**src/rtl/id_ex_alu_issue.sv**
```systemverilog
// ID/EX pipeline register: decodes the ID instruction into ALU operands, op select and MEM/WB controls.
// Optional build macro ALU_SHIFT_EXT_EN adds sll decode (aluctrl 3); without it sll is illegal.
module id_ex_alu_issue #(
   parameter int DATA_W = 32,
   parameter int REG_AW = 5
) (
   input  logic              clk,
   input  logic              reset,
   input  logic              stall,
   input  logic              flush,
   input  logic [DATA_W-1:0] id_instr,
   input  logic [DATA_W-1:0] id_rs_val,
   input  logic [DATA_W-1:0] id_rt_val,
   output logic [DATA_W-1:0] ex_a,
   output logic [DATA_W-1:0] ex_b,
   output logic [3:0]        ex_aluctrl,
   output logic [DATA_W-1:0] ex_rt_val,
   output logic [REG_AW-1:0] ex_wreg,
   output logic              ex_regwrite,
   output logic              ex_memread,
   output logic              ex_memwrite,
   output logic              ex_illegal
);

   localparam logic [5:0] OP_RTYPE = 6'h00;
   localparam logic [5:0] OP_J     = 6'h02;
   localparam logic [5:0] OP_JAL   = 6'h03;
   localparam logic [5:0] OP_BEQ   = 6'h04;
   localparam logic [5:0] OP_ORI   = 6'h0D;
   localparam logic [5:0] OP_LUI   = 6'h0F;
   localparam logic [5:0] OP_LW    = 6'h23;
   localparam logic [5:0] OP_SW    = 6'h2B;
   localparam logic [5:0] FN_SLL   = 6'h00;
   localparam logic [5:0] FN_ADDU  = 6'h21;
   localparam logic [5:0] FN_SUBU  = 6'h23;

   localparam logic [3:0] ALU_ADD  = 4'd0;
   localparam logic [3:0] ALU_SUB  = 4'd1;
   localparam logic [3:0] ALU_OR   = 4'd2;
   localparam logic [3:0] ALU_SLL  = 4'd3;

   logic [5:0]        op_s;
   logic [5:0]        funct_s;
   logic [15:0]       imm_s;
   logic [REG_AW-1:0] rt_idx_s;
   logic [REG_AW-1:0] rd_idx_s;
   logic [4:0]        shamt_s;
   logic [DATA_W-1:0] imm_sext_s;
   logic [DATA_W-1:0] imm_zext_s;
   logic [DATA_W-1:0] imm_lui_s;
   logic              unused_s;

   assign op_s       = id_instr[31:26];
   assign funct_s    = id_instr[5:0];
   assign imm_s      = id_instr[15:0];
   assign rt_idx_s   = id_instr[16 +: REG_AW];
   assign rd_idx_s   = id_instr[11 +: REG_AW];
   assign shamt_s    = id_instr[10:6];
   assign imm_sext_s = {{(DATA_W-16){imm_s[15]}}, imm_s};
   assign imm_zext_s = {{(DATA_W-16){1'b0}}, imm_s};
   assign imm_lui_s  = {imm_s, {(DATA_W-16){1'b0}}};
   // rs index is resolved upstream; only its forwarded value arrives here
   assign unused_s   = ^{id_instr[25:21], shamt_s};

   logic [DATA_W-1:0] a_s;
   logic [DATA_W-1:0] b_s;
   logic [3:0]        aluctrl_s;
   logic [DATA_W-1:0] rt_val_s;
   logic [REG_AW-1:0] wreg_s;
   logic              regwrite_s;
   logic              memread_s;
   logic              memwrite_s;
   logic              live_s;
   logic              illegal_s;

   // Instruction decode into next EX-stage contents
   always_comb begin
      a_s        = '0;
      b_s        = '0;
      aluctrl_s  = ALU_ADD;
      wreg_s     = '0;
      regwrite_s = 1'b0;
      memread_s  = 1'b0;
      memwrite_s = 1'b0;
      live_s     = 1'b0;
      illegal_s  = 1'b0;
      case (op_s)
         OP_RTYPE: begin
            case (funct_s)
               FN_ADDU: begin
                  live_s     = 1'b1;
                  a_s        = id_rs_val;
                  b_s        = id_rt_val;
                  aluctrl_s  = ALU_ADD;
                  wreg_s     = rd_idx_s;
                  regwrite_s = 1'b1;
               end
               FN_SUBU: begin
                  live_s     = 1'b1;
                  a_s        = id_rs_val;
                  b_s        = id_rt_val;
                  aluctrl_s  = ALU_SUB;
                  wreg_s     = rd_idx_s;
                  regwrite_s = 1'b1;
               end
               FN_SLL: begin
                  // the all-zero word is the canonical nop, never an sll
                  if (id_instr == '0) begin
                     illegal_s = 1'b0;
                  end else begin
`ifdef ALU_SHIFT_EXT_EN
                     live_s     = 1'b1;
                     a_s        = id_rt_val;
                     b_s        = {{(DATA_W-5){1'b0}}, shamt_s};
                     aluctrl_s  = ALU_SLL;
                     wreg_s     = rd_idx_s;
                     regwrite_s = 1'b1;
`else
                     illegal_s  = 1'b1;
`endif
                  end
               end
               default: illegal_s = 1'b1;
            endcase
         end
         OP_ORI: begin
            live_s     = 1'b1;
            a_s        = id_rs_val;
            b_s        = imm_zext_s;
            aluctrl_s  = ALU_OR;
            wreg_s     = rt_idx_s;
            regwrite_s = 1'b1;
         end
         OP_LUI: begin
            live_s     = 1'b1;
            a_s        = '0;
            b_s        = imm_lui_s;
            aluctrl_s  = ALU_OR;
            wreg_s     = rt_idx_s;
            regwrite_s = 1'b1;
         end
         OP_LW: begin
            live_s     = 1'b1;
            a_s        = id_rs_val;
            b_s        = imm_sext_s;
            aluctrl_s  = ALU_ADD;
            wreg_s     = rt_idx_s;
            regwrite_s = 1'b1;
            memread_s  = 1'b1;
         end
         OP_SW: begin
            live_s     = 1'b1;
            a_s        = id_rs_val;
            b_s        = imm_sext_s;
            aluctrl_s  = ALU_ADD;
            memwrite_s = 1'b1;
         end
         OP_BEQ, OP_J, OP_JAL: illegal_s = 1'b0;
         default: illegal_s = 1'b1;
      endcase

      if (live_s) begin
         rt_val_s = id_rt_val;
      end else begin
         rt_val_s = '0;
      end

      // $0 is hardwired, so a write to it is dropped here
      if (wreg_s == '0) begin
         regwrite_s = 1'b0;
      end else begin
         regwrite_s = regwrite_s;
      end
   end

   // Pipeline register: reset > flush > stall > load
   always_ff @(posedge clk or posedge reset) begin
      if (reset) begin
         ex_a        <= '0;
         ex_b        <= '0;
         ex_aluctrl  <= 4'd0;
         ex_rt_val   <= '0;
         ex_wreg     <= '0;
         ex_regwrite <= 1'b0;
         ex_memread  <= 1'b0;
         ex_memwrite <= 1'b0;
         ex_illegal  <= 1'b0;
      end else if (flush) begin
         ex_a        <= '0;
         ex_b        <= '0;
         ex_aluctrl  <= 4'd0;
         ex_rt_val   <= '0;
         ex_wreg     <= '0;
         ex_regwrite <= 1'b0;
         ex_memread  <= 1'b0;
         ex_memwrite <= 1'b0;
         ex_illegal  <= 1'b0;
      end else if (stall) begin
         ex_a        <= ex_a;
         ex_b        <= ex_b;
         ex_aluctrl  <= ex_aluctrl;
         ex_rt_val   <= ex_rt_val;
         ex_wreg     <= ex_wreg;
         ex_regwrite <= ex_regwrite;
         ex_memread  <= ex_memread;
         ex_memwrite <= ex_memwrite;
         ex_illegal  <= ex_illegal;
      end else begin
         ex_a        <= a_s;
         ex_b        <= b_s;
         ex_aluctrl  <= aluctrl_s;
         ex_rt_val   <= rt_val_s;
         ex_wreg     <= wreg_s;
         ex_regwrite <= regwrite_s;
         ex_memread  <= memread_s;
         ex_memwrite <= memwrite_s;
         ex_illegal  <= illegal_s;
      end
   end

endmodule

```
**config.mk**
```make
export PLATFORM = sky130hd
export DESIGN_NAME = id_ex_alu_issue
export DESIGN_NICKNAME = d
export VERILOG_FILES = /design/src/rtl/id_ex_alu_issue.sv
export SDC_FILE = /design/constraint.sdc
export NUM_CORES = 1
export LEC_CHECK = 0
export CAP_MARGIN = 20
export CORE_MARGIN = 4
export CORE_UTILIZATION = 40
export CTS_BUF_LIST = sky130_fd_sc_hd__clkbuf_16
export DETAILED_ROUTE_END_ITERATION = 10
export HOLD_SLACK_MARGIN = 0.08
export PLACE_DENSITY = 0.76
export SYNTH_ARGS = -nofsm -noshare
export SYNTH_HDL_FRONTEND = slang
export SYNTH_SLANG_ARGS = --single-unit
export TNS_END_PERCENT = 30
```
**constraint.sdc**
```tcl
create_clock -name clk -period 5.3 [get_ports clk]
set_input_delay 1.06 -clock clk [delete_from_list [all_inputs] [get_ports clk]]
set_output_delay 1.06 -clock clk [all_outputs]
set_load 0.005 [all_outputs]
```
==> flow_metrics.py, run 1 <==
metrics = {
    "status": {
        "status": "complete, no violations",
    },
    "global_routing": {
        "antenna_found_initial": 0,
        "grt_max_degree": 82,
        "grt.overflow.total": 0,
        "grt_pass1_vias": 4026,
        "grtUsageTotal": 0.224,
        "grt_pass1_wl_um": 22600,
    },
    "placement": {
        "place_congestion": 0.854,
        "dp_hpwl_um": 10900,
        "place_inst": 701,
        "placedInstanceArea_mm2": 0.00658,
        "portBuffers": 206,
    },
    "timing": {
        "max_slew_margin": 0.423,
        "clock_skew_ns": 0,
        "fin_crit_sh": 0.695,
        "tns_ns": 0,
        "timing.fmax_mhz": 271,
        "drv_slew": 0,
        "hold_violations": 0,
        "worstMarginPinSlew_ns": 0.865,
        "setup_viol": 0,
        "fin_crit_ns": 3.69,
        "rsz0062_at_grt": "no",
    },
    "drt": {
        "avgRoutedWirePerCell_um": 20.9,
        "finalWirelength_um": 15000,
        "drc": 0,
        "vias": 4071,
        "first_pass_iters": 5,
        "drt_iter0_drc": 362,
        "ant_nets": 0,
        "viasPerCell": 5.69,
    },
    "power_and_ir_drop": {
        "combPwrFrac": 0.110,
        "p_sw_w": 0.000370,
        "p_per_area_mw_per_mm2": 232,
        "leakage_nw": 2.81,
        "max-vdd-ir-drop_mv": 0.126,
        "swShare": 0.232,
        "cellInternalPower_w": 0.00122,
        "pwr-share-clk": 0.370,
        "p_seq_frac": 0.519,
    },
    "synth": {
        "synth_cells": 382,
        "yosysSeqAreaShare": 0.597,
        "yosys_warnings": 0,
        "synth_area_mm2": 0.00449,
        "synth_edf_count": 0,
        "synth.distinct_cells": 41,
        "synth_seq_cells": 107,
        "async_flop_share": 1.00,
        "synthFlopType": "dfrtp_1",
        "avgSynthCellArea_um2": 11.7,
    },
    "clock_tree": {
        "cts.sinks": 107,
        "cts_buffer_depth": 2,
        "cts_tree": "done",
        "post_cts_buffers": 0,
        "clock-root-buffer": "clkbuf_16",
        "htree_levels": 3,
        "clock_latency_ns": 0.33,
        "hold_buffers": 0,
        "ctsResizeCount": 0,
        "cts_buffers": 9,
        "clkTransAtPathRegs_ns": 0.07,
    },
    "setup_path": {
        "r2r-start": "ex_illegal$_DFFE_PP0P_",
        "cp.arrival_ns": 3.95,
        "r2r_cells": 2,
        "reg2reg_slack_ns": 4.01,
        "cp-startpoint": "id_instr[29]",
        "r2r_end": "ex_illegal$_DFFE_PP0P_",
        "endpoint_kind": "flip-flop",
        "crit_type": "in -> reg",
        "required_ns": 5.57,
        "endpoint": "ex_a[8]$_DFFE_PP0P_",
        "crit_fanout": 32,
        "cp-start-kind": "input pin",
    },
    "floorplan": {
        "pin_count": 209,
        "start_util": 0.412,
        "dieHeight_um": 114,
        "die_w_um": 114,
        "core_area_mm2": 0.0109,
        "rows": 38,
        "die_area_mm2": 0.0130,
    },
    "finish": {
        "antenna_cells": 0,
        "fillers": 892,
        "multi_input_area_mm2": 0.00161,
        "final_cells": 716,
        "drive_gt1_frac": 0.0434,
        "seq_area_mm2": 0.00268,
        "final_area_mm2": 0.00686,
        "final_common_cell": "clkdlybuf4s50_1",
        "nets": 673,
        "area_growth_syn_to_layout_pct": 52.8,
        "final_cell_mix": "206 x clkdlybuf4s50_1, 107 x dfrtp_1, 64 x a22o_1, 39 x nand2_1, 32 x o21ai_1",
    },
    "min_path": {
        "hp-class": "reg -> reg",
    },
    "job": {
        "cap_violations": 0,
    },
}
==> cell usage after synthesis, types with 2 or more instances <==
library cell | count | area [µm²]
or4_1 | 2 | 15.0
a2111oi_0 | 2 | 17.5
clkbuf_1 | 17 | 63.8
inv_1 | 2 | 7.51
nor2_1 | 15 | 56.3
nor4_1 | 3 | 18.8
nor2b_1 | 4 | 25.0
nand2_1 | 39 | 146
dfrtp_1 | 107 | 2680
a21oi_1 | 7 | 35.0
nand3_1 | 3 | 15.0
o21a_1 | 2 | 15.0
buf_2 | 2 | 10.0
buf_4 | 6 | 45.0
buf_6 | 7 | 78.8
o21ai_1 | 32 | 160
nor3_1 | 9 | 45.0
a22o_1 | 64 | 561
a22oi_1 | 17 | 128
a221oi_1 | 21 | 184
==> how the worst min path moves through the flow <==
stage | start | slack (ns) | cells after the start | end
after floorplan | ex_b[0]$_DFFE_PP0P_ | 0.48 | 2 | ex_b[0]$_DFFE_PP0P_
after global placement | ex_b[3]$_DFFE_PP0P_ | 0.47 | 2 | ex_b[3]$_DFFE_PP0P_
after detailed placement | ex_b[31]$_DFFE_PP0P_ | 0.47 | 2 | ex_b[31]$_DFFE_PP0P_
after CTS | ex_b[31]$_DFFE_PP0P_ | 0.49 | 2 | ex_b[31]$_DFFE_PP0P_
after global routing | ex_b[27]$_DFFE_PP0P_ | 0.52 | 2 | ex_b[27]$_DFFE_PP0P_
final | ex_b[31]$_DFFE_PP0P_ | 0.49 | 2 | ex_b[31]$_DFFE_PP0P_
==> logic make-up (layout without fill, tap and decap cells) <==
logic type | Yosys count | after routing | share of synthesized area
flip-flops | 107 | 107 | 0.597
buffers and inverters | 35 | 228 | 0.0466
other | 1 | 2 | 0.000836
AND/OR/NAND/NOR | 88 | 88 | 0.0998
AO/OA/AOI/OAI | 151 | 151 | 0.256
==> power by group through the flow <==
| stage | clock network (W) | registers [W] | logic (W) |
|---|---|---|---|
| floorplan | 0 | 0.000843 | 0.0000506 |
| global placement | 0 | 0.000843 | 0.000171 |
| detailed placement | 0 | 0.000843 | 0.000173 |
| CTS | 0.000596 | 0.000827 | 0.000174 |
| global route | 0.000626 | 0.000828 | 0.000188 |
| finish | 0.000590 | 0.000827 | 0.000176 |
==> metrics by stage <==
stage,setup WS (ns),total power (W),hold slack [ns],util
2_1_floorplan,1.42,0.000894,0.479,-
3_3_place_gp,1.40,0.00101,0.469,0.605
3_5_place_dp,1.28,0.00102,0.475,0.605
4_1_cts,1.62,0.00160,0.489,0.627
5_1_grt,1.47,0.00164,0.516,0.630
6_report,1.61,0.00159,0.485,0.630
==> state kept, by name, summed over array words and instances (netlist names) <==
name / flops
ex_aluctrl: 2
ex_a: 32
ex_regwrite: 1
ex_wreg: 5
ex_memread: 1
ex_rt_val: 32
ex_b: 32
ex_memwrite: 1
ex_illegal: 1
==> final cells by class <==
class	count	area share
sequential	107	0.390
timing repair buffer	211	0.311
multi-input combinational	241	0.235
clock buffer	9	0.0328
tap	140	0.0255
clock inverter	5	0.00328
inverter	3	0.00201
==> worst max-delay path: stages <==
cell and delay [ns]:
clkdlybuf4s50_1 0.60, or4bb_1 0.53, a21oi_2 0.68, nor2_1 0.18, nor2_4 0.64, a22o_1 0.24
==> per-layer routing <==
layer	track usage	part of all wire	vias up
met1	0.299	0.40	2014
li1	-	-	1832
met4	0.0942	0.026	0
met5	0	0	-
met2	0.366	0.50	193
met3	0.0361	0.070	32
No activity file was read; power rests on OpenSTA's default activity.
==> run 2: changes to the inputs <==
- clock period: 5.3 -> 3.65 ns (I/O delays scaled with it)
==> flow_metrics.py, run 2 (synthesized netlist as in run 1, its figures left out) <==
metrics = {
    "setup_path": {
        "crit_type": "in -> reg",
        "cp_cell_sequence": "clkdlybuf4s50_1, or4_1, nor4_2, nor2_1, nor2_4, buf_4, a22o_1",
        "crit_fanout": 32,
        "endpoint_kind": "flip-flop",
        "cp_slowest_cell": "or4_1",
        "required_ns": 3.93,
        "cp-startpoint": "id_instr[28]",
        "cp-start-kind": "input pin",
        "cp_slowest_stage_delay_ns": 0.68,
        "cp.arrival_ns": 2.96,
        "r2r-start": "ex_illegal$_DFFE_PP0P_",
    },
    "timing": {
        "rsz0062_at_grt": "no",
        "drv_slew": 0,
        "timing.fmax_mhz": 374,
        "worstMarginPinSlew_ns": 0.686,
        "setup_ws_ns": 0.975,
        "fin_crit_ns": 2.67,
        "setup_viol": 0,
        "fin_crit_sh": 0.733,
        "max_slew_margin": 0.543,
        "tns_ns": 0,
        "clock_skew_ns": 0,
        "hold_violations": 0,
    },
    "placement": {
        "placedInstanceArea_mm2": 0.00665,
        "place_congestion": 0.891,
        "portBuffers": 206,
        "dp_slack_ns": 0.642,
        "dp_hpwl_um": 11000,
    },
    "floorplan": {
        "die_area_mm2": 0.0130,
        "core_area_mm2": 0.0109,
        "dieHeight_um": 114,
        "start_util": 0.412,
        "pin_count": 209,
        "die_w_um": 114,
        "rows": 38,
    },
    "global_routing": {
        "grt_max_degree": 98,
        "grtUsageTotal": 0.229,
        "antenna_found_initial": 0,
        "grt_pass1_vias": 4200,
        "grt_pass1_wl_um": 23300,
        "grt.overflow.total": 0,
    },
    "clock_tree": {
        "ctsResizeCount": 0,
        "clock-root-buffer": "clkbuf_16",
        "cts_buffer_depth": 2,
        "post_cts_buffers": 0,
        "hold_buffers": 0,
        "cts.sinks": 107,
        "clkTransAtPathRegs_ns": 0.07,
        "htree_levels": 3,
        "cts_buffers": 9,
        "clock_latency_ns": 0.34,
        "cts_tree": "done",
    },
    "min_path": {
        "hp-class": "reg -> reg",
        "min_from": "ex_b[10]$_DFFE_PP0P_",
    },
    "drt": {
        "finalWirelength_um": 15000,
        "viasPerCell": 5.62,
        "drc": 0,
        "first_pass_iters": 4,
        "drt_iter0_drc": 234,
        "avgRoutedWirePerCell_um": 20.7,
        "vias": 4067,
        "ant_nets": 0,
    },
    "finish": {
        "fillers": 898,
        "top_regs": "ex_a (32), ex_b (32), ex_rt_val (32)",
        "multi_input_area_mm2": 0.00161,
        "area_growth_syn_to_layout_pct": 55.7,
        "nets": 679,
        "final_area_mm2": 0.00699,
        "final_common_cell": "clkdlybuf4s50_1",
        "drive_gt1_frac": 0.0599,
        "seq_area_mm2": 0.00268,
        "final_cell_mix": "206 x clkdlybuf4s50_1, 107 x dfrtp_1, 64 x a22o_1, 39 x nand2_1, 32 x o21ai_1",
        "antenna_cells": 0,
    },
    "power_and_ir_drop": {
        "fin_total_pwr_w": 0.00256,
        "p_per_area_mw_per_mm2": 367,
        "leakage_nw": 2.88,
        "max-vdd-ir-drop_mv": 0.267,
    },
    "status": {
        "status": "complete, no violations",
    },
    "job": {
        "cap_violations": 0,
    },
}
==> run 2: stage by stage <==
step | instances | hold slack (ns) | utilization
after global placement | 708 | 0.469 | 0.611
after global routing | 724 | 0.520 | 0.642
after floorplan | 383 | 0.479 | -
final | 724 | 0.486 | 0.642
after detailed placement | 708 | 0.476 | 0.611
after CTS | 724 | 0.492 | 0.642
==> run 2: worst paths after layout <==
check	to	slack, ns	cells past startpoint
max	ex_a[10]$_DFFE_PP0P_	0.98	7
min	ex_b[10]$_DFFE_PP0P_	0.49	2
max reg2reg	ex_illegal$_DFFE_PP0P_	2.46	2
min reg2reg	ex_b[10]$_DFFE_PP0P_	0.49	2
max in group asynchronous	ex_wreg[1]$_DFFE_PP0P_	2.20	3
min in group asynchronous	ex_a[1]$_DFFE_PP0P_	0.78	2
==> run 2: where the power goes <==
part           switching, W  internal [W]
clock network      0.000436      0.000670
registers        0.00000620       0.00119
logic              0.000120      0.000136
==> run 2: critical path: cells and delay by family <==
| kind | cells | cell delay, ns |
|---|---|---|
| compound gates | 1 | 0.19 |
| buf+inv | 2 | 0.88 |
| simple gates | 4 | 1.13 |
==> run 2: cell type report <==
type	instances	area share
Sequential cell	107	0.383
Timing Repair Buffer	217	0.310
Multi-Input combinational cell	241	0.231
Clock buffer	9	0.0322
Tap cell	140	0.0251
Clock inverter	7	0.0165
Inverter	3	0.00197
==> run 2: metal layers <==
| layer | vias up | GRT usage | share of wire | wire length, µm |
|---|---|---|---|---|
| met5 | - | 0 | 0 | 0 |
| met4 | 0 | 0.102 | 0.027 | 411 |
| met3 | 30 | 0.0377 | 0.060 | 903 |
| met2 | 174 | 0.382 | 0.51 | 7630 |
| met1 | 2023 | 0.296 | 0.40 | 6060 |
| li1 | 1840 | - | - | - |
==> run 3: changes to the inputs <==
- CORE_UTILIZATION: 40 -> 37
- PLACE_DENSITY: 0.76 -> 0.74
- clock period: 3.65 -> 2.4 ns (I/O delays scaled with it)
==> flow_metrics.py, run 3 (synthesized netlist as in run 1, its figures left out) <==
metrics = {
    "drt": {
        "drt_iter0_drc": 262,
        "avgRoutedWirePerCell_um": 20.3,
        "vias": 4074,
        "viasPerCell": 5.45,
        "drc": 0,
        "finalWirelength_um": 15200,
        "first_pass_iters": 5,
        "ant_nets": 0,
    },
    "clock_tree": {
        "cts_tree": "done",
        "cts.sinks": 107,
        "post_cts_buffers": 0,
        "clock-root-buffer": "clkbuf_16",
        "clock_latency_ns": 0.33,
        "cts_buffers": 9,
        "htree_levels": 3,
        "hold_buffers": 0,
        "cts_buffer_depth": 2,
        "clkTransAtPathRegs_ns": 0.07,
        "ctsResizeCount": 0,
    },
    "setup_path": {
        "cp_slowest_stage_delay_ns": 0.60,
        "cp_slowest_cell": "or4_4",
        "cp_cell_sequence": "clkdlybuf4s50_1, or4_4, nor4_4, a21oi_1, nor2_2, buf_4, a22o_1",
        "crit_fanout": 11,
        "endpoint_kind": "flip-flop",
        "cp-start-kind": "input pin",
        "cp.arrival_ns": 2.48,
        "required_ns": 2.67,
        "crit_type": "in -> reg",
    },
    "timing": {
        "fin_crit_sh": 0.920,
        "tns_ns": 0,
        "timing.fmax_mhz": 453,
        "worstMarginPinSlew_ns": 0.563,
        "drv_slew": 0,
        "max_slew_margin": 0.624,
        "fin_crit_ns": 2.21,
        "rsz0062_at_grt": "no",
        "whs_ns": 0.488,
        "clock_skew_ns": 0,
        "hold_violations": 0,
        "setup_viol": 0,
    },
    "finish": {
        "area_growth_syn_to_layout_pct": 59.4,
        "nets": 700,
        "antenna_cells": 0,
        "drive_gt1_frac": 0.0926,
        "final_common_cell": "clkdlybuf4s50_1",
        "top_regs": "ex_a (32), ex_b (32), ex_rt_val (32)",
        "fillers": 965,
        "final_cell_mix": "206 x clkdlybuf4s50_1, 107 x dfrtp_1, 64 x a22o_1, 39 x nand2_1, 32 x o21ai_1",
    },
    "power_and_ir_drop": {
        "leakage_nw": 2.97,
        "combPwrFrac": 0.113,
        "max-vdd-ir-drop_mv": 0.297,
        "pwr-share-clk": 0.382,
        "p_seq_frac": 0.505,
        "cellInternalPower_w": 0.00275,
        "p_per_area_mw_per_mm2": 506,
        "swShare": 0.240,
        "p_sw_w": 0.000867,
    },
    "global_routing": {
        "grt_max_degree": 108,
        "grt_pass1_vias": 4265,
        "antenna_found_initial": 0,
        "grtUsageTotal": 0.214,
        "grt_pass1_wl_um": 23900,
        "grt.overflow.total": 0,
    },
    "status": {
        "status": "complete, no violations",
    },
    "placement": {
        "place_congestion": 0.815,
        "portBuffers": 206,
        "dp_hpwl_um": 11300,
    },
    "floorplan": {
        "die_w_um": 118,
        "core_area_mm2": 0.0117,
        "dieHeight_um": 118,
        "rows": 39,
        "start_util": 0.385,
        "die_area_mm2": 0.0140,
        "pin_count": 209,
    },
    "job": {
        "cap_violations": 0,
    },
    "min_path": {
        "hp-class": "reg -> reg",
    },
}
## run 3: cell types whose count changed in the layout (fill, tap and decap cells not counted)
cell        before  now
buf_4            9   25
clkinv_1         3    1
bufinv_16        3    0
inv_4            1    0
clkinvlp_4       0    2
inv_1            1    3
inv_8            0    1
buf_12           2    7
clkinv_4         1    2
## run 3: layer usage
| metal | vias up | wire length [µm] | GRT usage | part of all wire |
|---|---|---|---|---|
| li1 | 1889 | - | - | - |
| met1 | 2000 | 6590 | 0.280 | 0.43 |
| met2 | 177 | 7460 | 0.354 | 0.49 |
| met3 | 8 | 1060 | 0.0572 | 0.069 |
| met4 | 0 | 108 | 0.0513 | 0.0071 |
| met5 | - | 0 | 0 | 0 |
## run 3: final timing paths
check                                  startpoint                       end  slack (ns)  cells after the start
hold / removal                ex_b[1]$_DFFE_PP0P_       ex_b[1]$_DFFE_PP0P_        0.49                      2
max in group asynchronous                   reset  ex_rt_val[9]$_DFFE_PP0P_        1.32                      3
setup / recovery                     id_instr[29]  ex_rt_val[6]$_DFFE_PP0P_        0.19                      7
setup reg to reg           ex_illegal$_DFFE_PP0P_    ex_illegal$_DFFE_PP0P_        1.35                      2
hold reg to reg               ex_b[1]$_DFFE_PP0P_       ex_b[1]$_DFFE_PP0P_        0.49                      2
min in group asynchronous                   reset      ex_a[22]$_DFFE_PP0P_        0.66                      3
## run 3: layout make-up
class                      instances  area, µm²  area share
clock buffer                       9        225      0.0315
clock inverter                     7       52.6     0.00735
inverter                           3       15.0     0.00210
multi-input combinational        241       1610       0.225
sequential                       107       2680       0.374
tap                              143        179      0.0250
timing repair buffer             238       2390       0.334
## run 3: per-stage QoR
stage          cell area (µm²)  utilization  setup WS (ns)  std cells  power, W
2_1_floorplan             4490            -          0.487        383   0.00197
4_1_cts                   7150        0.613          0.181        748   0.00365
6_report                  7150        0.613          0.192        748   0.00362
5_1_grt                   7150        0.613         0.0851        748   0.00375
3_5_place_dp              6870        0.589         -0.166        732   0.00227
3_3_place_gp              6870        0.589        -0.0724        732   0.00227
## run 3: power by group through the flow
| stage | Combinational [W] | Sequential (W) | Clock (W) |
|---|---|---|---|
| after floorplan | 0.000112 | 0.00186 | 0 |
| after global placement | 0.000404 | 0.00186 | 0 |
| after detailed placement | 0.000412 | 0.00186 | 0 |
| after CTS | 0.000414 | 0.00183 | 0.00141 |
| after global routing | 0.000441 | 0.00183 | 0.00148 |
| final | 0.000409 | 0.00183 | 0.00138 |
## run 3: critical path: cells and delay by family
kind	cells	cell delay (ns)
buffers and inverters	2	0.66
AO/OA/AOI/OAI	2	0.25
AND/OR/NAND/NOR	3	1.09
